==> config.mk <==
export PLATFORM = sky130hd
export DESIGN_NAME = isp_stream_switch
export DESIGN_NICKNAME = d
export VERILOG_FILES = /design/src/rtl/isp_sw_pkg.sv /design/src/rtl/isp_button_debounce.sv /design/src/rtl/isp_stream_switch.sv
export SDC_FILE = /design/constraint.sdc
export NUM_CORES = 1
export LEC_CHECK = 0
export BUFFER_PORTS_ARGS = -buffer_cell sky130_fd_sc_hd__buf_2
export CAP_MARGIN = 5
export CORE_MARGIN = 2
export CORE_UTILIZATION = 39
export CTS_CLUSTER_DIAMETER = 100
export DETAILED_ROUTE_END_ITERATION = 10
export GPL_ROUTABILITY_DRIVEN = 1
export MAX_ROUTING_LAYER = met4
export PLACE_DENSITY = 0.79
export SLEW_MARGIN = 20
export SYNTH_ARGS = -nofsm -noshare
export SYNTH_HDL_FRONTEND = slang
export SYNTH_SLANG_ARGS = --single-unit
==> constraint.sdc <==
create_clock -name clk -period 2.18 [get_ports clk]
set_input_delay 0.218 -clock clk [delete_from_list [all_inputs] [get_ports clk]]
set_output_delay 0.218 -clock clk [all_outputs]
set_load 0.02 [all_outputs]
==> src/rtl/isp_sw_pkg.sv <==
// Shared types and helpers for the ISP stream switch.
package isp_sw_pkg;

  localparam int DEFAULT_DATA_W = 24;

  typedef enum logic [0:0] {
    ST_RUN     = 1'b0,
    ST_WAIT_VS = 1'b1
  } sw_state_e;

  function automatic int clog2_min1(input int n);
    return (n <= 2) ? 1 : $clog2(n);
  endfunction

endpackage

==> src/rtl/isp_button_debounce.sv <==
// Push-button synchroniser with optional debounce and a one-cycle rising-edge pulse.
// Debounce counter present only when ISP_SW_DEBOUNCE_EN is defined.
module isp_button_debounce #(
  parameter int DEBOUNCE_CYC = 500000
) (
  input  logic clk,
  input  logic reset_n,
  input  logic i_button,
  output logic o_rise
);

  logic r_sync1;
  logic r_sync2;
  logic r_stable;
  logic r_rise;

`ifdef ISP_SW_DEBOUNCE_EN
  localparam int CNT_W = $clog2(DEBOUNCE_CYC + 1);
  localparam logic [CNT_W-1:0] CNT_LOAD = CNT_W'(DEBOUNCE_CYC - 1);

  logic [CNT_W-1:0] r_cnt;

  // Down-counter runs only while the synced level differs from the accepted one.
  always_ff @(posedge clk or negedge reset_n) begin
    if (!reset_n) begin
      r_sync1  <= 1'b0;
      r_sync2  <= 1'b0;
      r_stable <= 1'b0;
      r_rise   <= 1'b0;
      r_cnt    <= CNT_LOAD;
    end else begin
      r_sync1 <= i_button;
      r_sync2 <= r_sync1;
      r_rise  <= 1'b0;
      if (r_sync2 == r_stable) begin
        r_cnt <= CNT_LOAD;
      end else if (r_cnt == '0) begin
        r_stable <= r_sync2;
        r_rise   <= r_sync2;
        r_cnt    <= CNT_LOAD;
      end else begin
        r_cnt <= r_cnt - 1'b1;
      end
    end
  end
`else
  logic w_unused_cfg;
  assign w_unused_cfg = (DEBOUNCE_CYC > 0);

  always_ff @(posedge clk or negedge reset_n) begin
    if (!reset_n) begin
      r_sync1  <= 1'b0;
      r_sync2  <= 1'b0;
      r_stable <= 1'b0;
      r_rise   <= 1'b0;
    end else begin
      r_sync1  <= i_button;
      r_sync2  <= r_sync1;
      r_stable <= r_sync2;
      r_rise   <= r_sync2 & ~r_stable;
    end
  end
`endif

  assign o_rise = r_rise;

endmodule

==> src/rtl/isp_stream_switch.sv <==
// Frame-synchronous N-way video stream selector with push-button mode cycling.
// Define ISP_SW_DEBOUNCE_EN to enable the button debounce counter.
//
// state   | meaning
// RUN     | outputs follow mode_active, den passed through
// WAIT_VS | new mode committed, den held low until its frame start
module isp_stream_switch
  import isp_sw_pkg::*;
#(
  parameter int   NUM_SRC      = 4,
  parameter int   DATA_W       = DEFAULT_DATA_W,
  parameter logic VSYNC_POL    = 1'b1,
  parameter int   DEBOUNCE_CYC = 500000,
  parameter int   INIT_MODE    = 0,
  localparam int  MODE_W       = clog2_min1(NUM_SRC)
) (
  input  logic                      clk,
  input  logic                      reset_n,
  input  logic                      button,
  input  logic [NUM_SRC-1:0]        in_vsync,
  input  logic [NUM_SRC-1:0]        in_hsync,
  input  logic [NUM_SRC-1:0]        in_den,
  input  logic [NUM_SRC*DATA_W-1:0] in_data,
  output logic                      out_vsync,
  output logic                      out_hsync,
  output logic                      out_den,
  output logic [DATA_W-1:0]         out_data,
  output logic [MODE_W-1:0]         mode_active,
  output logic [MODE_W-1:0]         mode_pending,
  output logic                      switching
);

  localparam logic [MODE_W-1:0] INIT_M = MODE_W'(INIT_MODE);
  localparam logic [MODE_W-1:0] LAST_M = MODE_W'(NUM_SRC - 1);

  sw_state_e           r_state;
  logic [MODE_W-1:0]   r_mode_active;
  logic [MODE_W-1:0]   r_mode_pending;
  logic [NUM_SRC-1:0]  r_vs_lvl_prev;
  logic                r_out_vsync;
  logic                r_out_hsync;
  logic                r_out_den;
  logic [DATA_W-1:0]   r_out_data;

  logic                w_press;
  logic [NUM_SRC-1:0]  w_vs_lvl;
  logic [NUM_SRC-1:0]  w_fs;
  logic                w_fs_act;
  logic                w_sel_vs;
  logic                w_sel_hs;
  logic                w_sel_den;
  logic [DATA_W-1:0]   w_sel_data;
  logic [MODE_W-1:0]   w_pending_inc;

  isp_button_debounce #(
    .DEBOUNCE_CYC (DEBOUNCE_CYC)
  ) u_btn (
    .clk      (clk),
    .reset_n  (reset_n),
    .i_button (button),
    .o_rise   (w_press)
  );

  // 1 where a stream sits at its active vsync level, independent of polarity.
  assign w_vs_lvl = in_vsync ^ {NUM_SRC{~VSYNC_POL}};
  assign w_fs     = w_vs_lvl & ~r_vs_lvl_prev;

  always_comb begin
    w_sel_vs   = 1'b0;
    w_sel_hs   = 1'b0;
    w_sel_den  = 1'b0;
    w_sel_data = '0;
    w_fs_act   = 1'b0;
    for (int k = 0; k < NUM_SRC; k++) begin
      if (r_mode_active == MODE_W'(k)) begin
        w_sel_vs   = in_vsync[k];
        w_sel_hs   = in_hsync[k];
        w_sel_den  = in_den[k];
        w_sel_data = in_data[k*DATA_W +: DATA_W];
        w_fs_act   = w_fs[k];
      end
    end
  end

  assign w_pending_inc = (r_mode_pending == LAST_M) ? '0 : r_mode_pending + 1'b1;

  always_ff @(posedge clk or negedge reset_n) begin
    if (!reset_n) begin
      r_vs_lvl_prev <= '0;
    end else begin
      r_vs_lvl_prev <= w_vs_lvl;
    end
  end

  // Commit reads the pending mode before this cycle's press lands.
  always_ff @(posedge clk or negedge reset_n) begin
    if (!reset_n) begin
      r_state        <= ST_RUN;
      r_mode_active  <= INIT_M;
      r_mode_pending <= INIT_M;
      r_out_vsync    <= ~VSYNC_POL;
      r_out_hsync    <= 1'b0;
      r_out_den      <= 1'b0;
      r_out_data     <= '0;
    end else begin
      r_out_vsync <= w_sel_vs;
      r_out_hsync <= w_sel_hs;
      r_out_data  <= w_sel_data;
      if (w_press) begin
        r_mode_pending <= w_pending_inc;
      end
      case (r_state)
        ST_RUN: begin
          if (w_fs_act && (r_mode_pending != r_mode_active)) begin
            r_mode_active <= r_mode_pending;
            r_out_den     <= 1'b0;
            r_state       <= ST_WAIT_VS;
          end else begin
            r_out_den <= w_sel_den;
          end
        end
        ST_WAIT_VS: begin
          if (w_fs_act) begin
            r_out_den <= w_sel_den;
            r_state   <= ST_RUN;
          end else begin
            r_out_den <= 1'b0;
          end
        end
        default: begin
          r_out_den <= 1'b0;
          r_state   <= ST_RUN;
        end
      endcase
    end
  end

  assign out_vsync    = r_out_vsync;
  assign out_hsync    = r_out_hsync;
  assign out_den      = r_out_den;
  assign out_data     = r_out_data;
  assign mode_active  = r_mode_active;
  assign mode_pending = r_mode_pending;
  assign switching    = (r_state == ST_WAIT_VS);

endmodule

### Word-level counts from Yosys, hierarchy flattened

Index checks and enable logic that the tools add are counted.
W data, S select, Z words.

| word-level totals | value |
|---|---|
| output and inout port bits | 32 |
| flip-flop bits (word level) | 40 |
| input bits | 111 |
| word-level logic and storage cells | 53 |

| cells by class | value |
|---|---|
| reduce and logical (&&, ||, !) cells | 3 |
| eq/ne operators | 5 |
| muxes and demuxes | 27 |
| add/sub/neg operators | 1 |
| bitwise logic cells | 5 |

Operator list:

| cell | count |
|---|---|
| $mux W24 | 4 |
| $mux W1 | 20 |
| $eq A2 B2 Y1 const B | 3 |
| $and A4 B4 Y4 | 1 |
| $not A4 Y4 | 1 |
| $pmux W1 S2 | 2 |
| $add A2 B1 Y2 const B | 1 |
| $eq A2 B1 Y1 const B | 1 |
| $logic_not A2 Y1 | 1 |
| $mux W2 | 1 |
| $ne A2 B2 Y1 | 1 |
| $not A1 Y1 | 2 |
| $reduce_and A2 Y1 | 1 |
| $and A1 B1 Y1 | 1 |
| $logic_and A1 B1 Y1 | 1 |

### Logic depth before layout (Yosys ltp)

Gate-level depths: netlist of run 1.

| depth | value |
|---|---|
| word-level depth | 9 |
| gate-level depth with buffers | 4 |
| depth with buffers taken out | 4 |

### Modules after synthesis

A second synthesis of run 1 with hierarchy kept.

| second synthesis, totals | value |
|---|---|
| cell total of the unflattened synthesis | 91 |
| area total of the unflattened synthesis | 1,836.8 um^2 |

Modules (own cells, without submodules):

| module | sequential area each (um^2) | instances | area an instance (um^2) | cells an instance |
|---|---|---|---|---|
| isp_stream_switch | 900.9 | 1 | 1,722.9 | 86 |
| isp_button_debounce | 100.1 | 1 | 113.9 | 5 |

### Worst setup path before layout of run 1

Ideal clock, no wire load.

| timing path | value |
|---|---|
| kind | reg2reg |
| start point | reg r_mode_active[0], in the netlist mode_active[0] |
| end point | reg r_out_data[10], in the netlist out_data[10] |
| cell stages (with the launch flop) | 4 |
| clock period less this slack | 1.687 ns |
| data required time | 2.041 ns |
| arrival time | 1.548 ns |
| path buffers | 2 |
| setup slack | 0.493 ns |
| setup time | 0.139 ns |
| cells stage by stage | dfrtp_1 > buf_2 > buf_4 > mux4_2 |

| between the ends | value |
|---|---|
| word-level cells in the longest chain between the ends | 5 |
| elaborated cells on any way between the ends | 8 |
| those cells by class | eq/ne (3); mux (4); reduce/logical (1) |

Ends and longest elaborated chain:

| item | line | text |
|---|---|---|
| from (decl) | isp_stream_switch.sv:37 | `logic [MODE_W-1:0] r_mode_active;` |
| from (signal assigned) | isp_stream_switch.sv:115 | `r_mode_active <= r_mode_pending;` |
| $logic_not A2 Y1 | isp_stream_switch.sv:75 | `if (r_mode_active == MODE_W'(k)) begin` |
| $mux W24 (3 in a row) | isp_stream_switch.sv:75 |  |
| $mux W24 * | isp_stream_switch.sv:75 |  |
| net w_sel_data[10] | isp_stream_switch.sv:52 | `logic [DATA_W-1:0] w_sel_data;` |
| to (signal assigned) | isp_stream_switch.sv:108 | `r_out_data <= w_sel_data;` |
| to (decl) | isp_stream_switch.sv:43 | `logic [DATA_W-1:0] r_out_data;` |

The timed path passes the listed nets; every way through them passes the cells marked *.
A chain may end at the register's enable or synchronous reset.

### Worst setup path in the final report of run 1

| timing path | value |
|---|---|
| start point | reg r_mode_active[0], in the netlist mode_active[0] |
| end point | reg r_mode_active[0], in the netlist mode_active[0] |

| between the ends | value |
|---|---|
| word-level cells in the longest chain between the ends | 7 |
| elaborated cells on any way between the ends | 11 |
| those cells by class | eq/ne (4); mux (4); reduce/logical (3) |

Ends and longest elaborated chain:

| item | line | text |
|---|---|---|
| $logic_not A2 Y1 | isp_stream_switch.sv:75 |  |
| $mux W1 (4 in a row) | isp_stream_switch.sv:75 |  |
| $logic_and A1 B1 Y1 * | isp_stream_switch.sv:114 | `if (w_fs_act && (r_mode_pending != r_mode_active)) begin` |
| $reduce_and A2 Y1 (no line) * | - |  |

Every way passes the cells marked *; elsewhere a longest branch is shown, timed or not.

==> impl_metrics.ini, run 1 <==
[sta]
clock.fmax_mhz = 640
min_period_ns = 1.56
hold_viol_final = 0
finalCritPeriodShare_pct = 71.6
final-setup-viol-count = 0
worstMarginPinSlew_ns = 0.867
skew_ns = 0.0111
max_slew_margin_pct = 42.2
finalSetupTns_ns = 0
slew_violations = 0
rsz0062_at_grt = no

[critical_path]
slowest_delay_ns = 0.38
arrival_ns = 1.74
r2r-end = mode_active[0]$_DFFE_PN0P_
worst_setup_path_end_kind = register
path_class = register to register
crit_cells = 4
cp_top_family = multiplexers
required_ns = 2.36
critical-path-slowest-cell = mux4_2
r2r_setup_slack_ns = 0.62
crit_chain = buf_4 > mux4_2 > nor2b_4 > mux2_4
critPathMaxFanout = 14
worstSetupStartpointType = register
r2r_start = mode_active[0]$_DFFE_PN0P_
reg2regPathDepth = 4
path_buf_inv = 1

[logic_synthesis]
yosysWarnings = 0
synth_nets = 203
syn_inst = 91
synth_area_per_cell_um2 = 20.1
synth_cell_types = 15
syn_area_mm2 = 0.00183
ys_seq_area_share_pct = 54.7
synth.ff_latch_count = 40

[clock_network]
cts_hold_buffers = 0
clk-insertion-delay-late_ns = 0.29
clock_path_buffers = 2
post_cts_buffers = 0
cts-resized-gates = 0
cts_max_level = 2
numCtsBuffers = 5
clk_pin_slew_ns = 0.08
ctsRootBufferMaster = clkbuf_8
cts_tree = built
clock_sinks = 40

[floorplan]
die_area_mm2 = 0.00525
coreArea_mm2 = 0.00444
dieHeight_um = 72.5
initial_core_util_pct = 41.2
die_x_um = 72.5
rows = 24
io-pin-count = 143

[cells_and_area]
layout-drive-gt1-share_pct = 78.6
syn2layout_area_growth_pct = 46.5
insertedDiodeCount = 0
final_nets = 349
stdcell_area_mm2 = 0.00268
final_common_cell = buf_2
mostFrequentLayoutCells = buf_2, dfrtp_1, mux4_2
fill_cells = 360

[run]
maxCapViolCount = 0

[global_route]
grt_max_degree = 41
antenna_found_initial = 0
grt.total_usage_pct = 17.7
grt_overflow = 0
first_global_vias = 1438
grt_pass1_wl_um = 6650

[placement]
routabilityCongestion = 0.702
hpwl_um = 3520
io_buffers = 142
placed_area_mm2 = 0.00259

[pwr]
power.density_mw_per_mm2 = 1300
ir_drop_uv = 487
p_leak_nw = 1.33

[route]
avgRoutedWirePerCell_um = 15.1
via_count = 1430
drt-initial-drc-count = 28
viasPerCell = 4.93
antenna_left = 0
firstDrtPassIters = 4
drc = 0
wl_um = 4390

[run_status]
outcome = complete, no violations

[hold_path]
hold_path_class = input pin to asynchronous set/reset pin
-- per-layer routing --
| metal | track usage, % | up-vias | share of wire [%] |
|---|---|---|---|
| met5 | - | - | 0 |
| met4 | 7.41 | 0 | 0.96 |
| met3 | 4.58 | 4 | 9.4 |
| met2 | 29.5 | 87 | 51 |
| met1 | 20.5 | 687 | 38 |
| li1 | - | 652 | - |
-- worst max-delay path by stage --
stage	from	to	slack, ns
2_1_floorplan	mode_active[0]$_DFFE_PN0P_	out_data[10]$_DFF_PN0_	0.49
3_3_place_gp	mode_active[0]$_DFFE_PN0P_	mode_active[0]$_DFFE_PN0P_	0.64
3_5_place_dp	mode_active[0]$_DFFE_PN0P_	mode_active[0]$_DFFE_PN0P_	0.60
4_1_cts	mode_active[0]$_DFFE_PN0P_	mode_active[0]$_DFFE_PN0P_	0.59
5_1_grt	mode_active[0]$_DFFE_PN0P_	mode_active[1]$_DFFE_PN0P_	0.54
6_report	mode_active[0]$_DFFE_PN0P_	mode_active[0]$_DFFE_PN0P_	0.62
-- metrics by stage --
stage | power [mW] | setup WS (ns) | hold WS [ns] | util (%) | instances
after floorplan | 2.49 | 0.493 | -0.0776 | - | 91
after global placement | 3.01 | 0.638 | 0.331 | 58.4 | 282
after detailed placement | 3.06 | 0.602 | 0.330 | 58.4 | 282
after CTS | 3.54 | 0.589 | 0.0231 | 60.3 | 290
after global routing | 3.71 | 0.536 | 0.0266 | 60.3 | 290
final | 3.49 | 0.618 | 0.0353 | 60.3 | 290
-- state kept, by name, summed over array words and instances (netlist names) --
register	cells
out_data	24
mode_pending	2
u_btn.r_sync2	1
u_btn.r_sync1	1
out_den	1
out_vsync	1
u_btn.r_stable	1
r_vs_lvl_prev	4
switching	1
mode_active	2
u_btn.o_rise	1
out_hsync	1
-- final cells by class --
| class | instances | area (µm²) | share of cell area (%) |
|---|---|---|---|
| clock buffer | 6 | 72.6 | 2.71 |
| clock inverter | 2 | 12.5 | 0.467 |
| multi-input combinational | 45 | 795 | 29.6 |
| sequential | 40 | 1000 | 37.4 |
| tap | 52 | 65.1 | 2.43 |
| timing repair buffer | 145 | 733 | 27.4 |
-- cells in the mapped netlist --
cell     instances  area, µm²
a21oi_1          1       5.00
nor2b_4          1       13.8
nor2b_2          1       8.76
mux2_2           2       22.5
buf_4            2       15.0
nor2_1           1       3.75
mux2_4           3       45.0
nor2b_1          5       31.3
mux4_2          27        608
buf_2            3       15.0
ha_1             1       12.5
mux4_1           1       26.3
dfrtp_1         40       1000
buf_1            1       3.75
xnor2_1          2       17.5
-- worst register-to-register path: stages, from the launching register on --
cell     delay (ns)
dfrtp_2        0.36
buf_4          0.26
mux4_2         0.38
nor2b_4        0.16
mux2_4         0.29
-- logic make-up after synthesis --
group           count (synthesis)  share of synthesized area (%)
compound gates                  1                          0.273
buf+inv                         6                           1.85
simple gates                    8                           3.15
mux                            33                           38.4
flops                          40                           54.7
fa+ha+maj                       1                          0.684
xor+xnor                        2                          0.958
-- power by group --
group	switching (mW)	leakage, nW	total, mW	internal [mW]
registers	0.117	0.469	1.17	1.05
logic	0.959	0.816	1.85	0.893
clock network	0.244	0.0412	0.468	0.223
total	1.32	1.33	3.49	2.17
Power figures use the tool's default switching activity.
==> inputs of run 2 (changes only) <==
--- a/config.mk
+++ b/config.mk
@@ -8,12 +8,12 @@
 export BUFFER_PORTS_ARGS = -buffer_cell sky130_fd_sc_hd__buf_2
 export CAP_MARGIN = 5
 export CORE_MARGIN = 2
-export CORE_UTILIZATION = 39
+export CORE_UTILIZATION = 35
 export CTS_CLUSTER_DIAMETER = 100
 export DETAILED_ROUTE_END_ITERATION = 10
 export GPL_ROUTABILITY_DRIVEN = 1
 export MAX_ROUTING_LAYER = met4
-export PLACE_DENSITY = 0.79
+export PLACE_DENSITY = 0.75
 export SLEW_MARGIN = 20
 export SYNTH_ARGS = -nofsm -noshare
 export SYNTH_HDL_FRONTEND = slang
==> constraint.sdc (replaced) <==
create_clock -name clk -period 1.35 [get_ports clk]
set_input_delay 0.135 -clock clk [delete_from_list [all_inputs] [get_ports clk]]
set_output_delay 0.135 -clock clk [all_outputs]
set_load 0.02 [all_outputs]
==> run 2 against run 1 <==
Effect of this change: the run now ends with setup timing left; combinational power up 74%; clock power is 68% higher; power is 70% higher; worst setup slack lost 0.72 ns; worst hold slack better by 0.042 ns; register-to-register slack worse by 0.72 ns; final area is 6.6% higher; global-route usage is 0.38 points lower; first-iteration DRC count shrank 7.1%.
==> impl_metrics.ini, run 2 (synthesized netlist as in run 1, its figures left out) <==
[run_status]
outcome = complete, but fails checks
violations = setup timing

[sta]
worstMarginPinSlew_ns = 0.421
skew_ns = 0.00559
final-setup-viol-count = 5
setup_slack_ns = -0.105
finalCritPeriodShare_pct = 108
hold_viol_final = 0
rsz0062_at_grt = yes
slew_violations = 0
clock.fmax_mhz = 687
min_period_ns = 1.45
finalSetupTns_ns = -0.347
max_slew_margin_pct = 72.0

[route]
drc = 0
antenna_left = 0
firstDrtPassIters = 3
wl_um = 4730
viasPerCell = 4.68
avgRoutedWirePerCell_um = 14.9
drt-initial-drc-count = 26
via_count = 1484

[clock_network]
clock_path_buffers = 2
post_cts_buffers = 0
numCtsBuffers = 5
cts_tree = built
clk_pin_slew_ns = 0.07
clk-insertion-delay-late_ns = 0.27
ctsRootBufferMaster = clkbuf_8
clock_sinks = 40
cts_max_level = 2

[cells_and_area]
mostFrequentLayoutCells = buf_2, dfrtp_1, mux4_2
final_common_cell = buf_2
syn2layout_area_growth_pct = 56.2
final_nets = 358
largest_reg_flops = 24
stdcell_area_mm2 = 0.00286
insertedDiodeCount = 0
layout-drive-gt1-share_pct = 77.7
fill_cells = 458
layout.area.seq_mm2 = 0.00100
stdcell_count = 317
multi_input_area_um2 = 791

[global_route]
grt_overflow = 0
first_global_vias = 1603
antenna_found_initial = 0
grt.total_usage_pct = 17.3
grt_max_degree = 31
grt_pass1_wl_um = 7680

[placement]
pre_cts_ws_ns = -0.0909
routabilityCongestion = 0.734
placed_area_mm2 = 0.00267
dpl.cell_count = 302
hpwl_um = 3780
io_buffers = 142

[floorplan]
coreArea_mm2 = 0.00507
dieHeight_um = 76.3
io-pin-count = 143
die_x_um = 76.3
rows = 26
initial_core_util_pct = 36.0
die_area_mm2 = 0.00582

[critical_path]
arrival_ns = 1.62
worstSetupStartpointType = register
required_ns = 1.51
worst_setup_path_end_kind = register
critPathMaxFanout = 2
path_class = register to register

[pwr]
power.density_mw_per_mm2 = 2080
p_leak_nw = 1.39
ir_drop_uv = 810

[hold_path]
hold_path_class = input pin to register

[run]
maxCapViolCount = 0
## run 2: critical path: stages (launching register included)
cell and delay (ns):
dfrtp_2 0.37, mux4_2 0.52, nor2b_4 0.16, mux2_4 0.30
## run 2: metal layers
| layer | GRT usage, % | vias up | share of wire (%) |
|---|---|---|---|
| met5 | - | - | 0 |
| met4 | 5.82 | 0 | 1.5 |
| met3 | 2.73 | 7 | 6.8 |
| met2 | 32.5 | 81 | 57 |
| met1 | 18.6 | 725 | 35 |
| li1 | - | 671 | - |
## run 2: through the flow
step                      hold WS (ns)  total power, mW  utilization, %
after CTS                       0.0619             5.88            55.4
after floorplan                 -0.161             4.15               -
final                           0.0773             5.94            56.3
after global placement           0.103             4.97            52.6
after detailed placement         0.103             5.06            52.6
after global routing            0.0732             6.33            56.3
## run 2: report_power, final
| group | total (mW) | switching, mW | internal [mW] | leakage (nW) |
|---|---|---|---|---|
| Sequential | 1.94 | 0.242 | 1.70 | 0.468 |
| Combinational | 3.21 | 1.54 | 1.67 | 0.880 |
| Clock | 0.784 | 0.367 | 0.417 | 0.0455 |
## run 2: path summary, 6_finish.rpt
check	startpoint	end	slack, ns	depth (start not counted)
max in group asynchronous	reset_n	mode_active[1]$_DFFE_PN0P_	0.54	3
setup / recovery	mode_active[1]$_DFFE_PN0P_	mode_active[0]$_DFFE_PN0P_	-0.10	3
hold reg to reg	u_btn.r_sync1$_DFF_PN0_	u_btn.r_sync2$_DFF_PN0_	0.35	0
min in group asynchronous	reset_n	out_data[23]$_DFF_PN0_	0.33	2
hold / removal	in_vsync[0]	r_vs_lvl_prev[0]$_DFF_PN0_	0.08	2
setup reg to reg	mode_active[1]$_DFFE_PN0P_	mode_active[0]$_DFFE_PN0P_	-0.10	3
## run 2: repair_timing
item                                    in CTS  in global routing
endpoints found under the hold margin       21                  0
hold buffers                                 5                  0
endpoints found under the setup margin       5                  7
cloned                                       0                  2
resized for setup                            0                  1
## run 2: final cells by class
class,count,area share (%)
Timing Repair Buffer,154,31.0
Tap cell,70,3.06
Sequential cell,40,35.1
Clock buffer,8,3.15
Multi-Input combinational cell,45,27.7
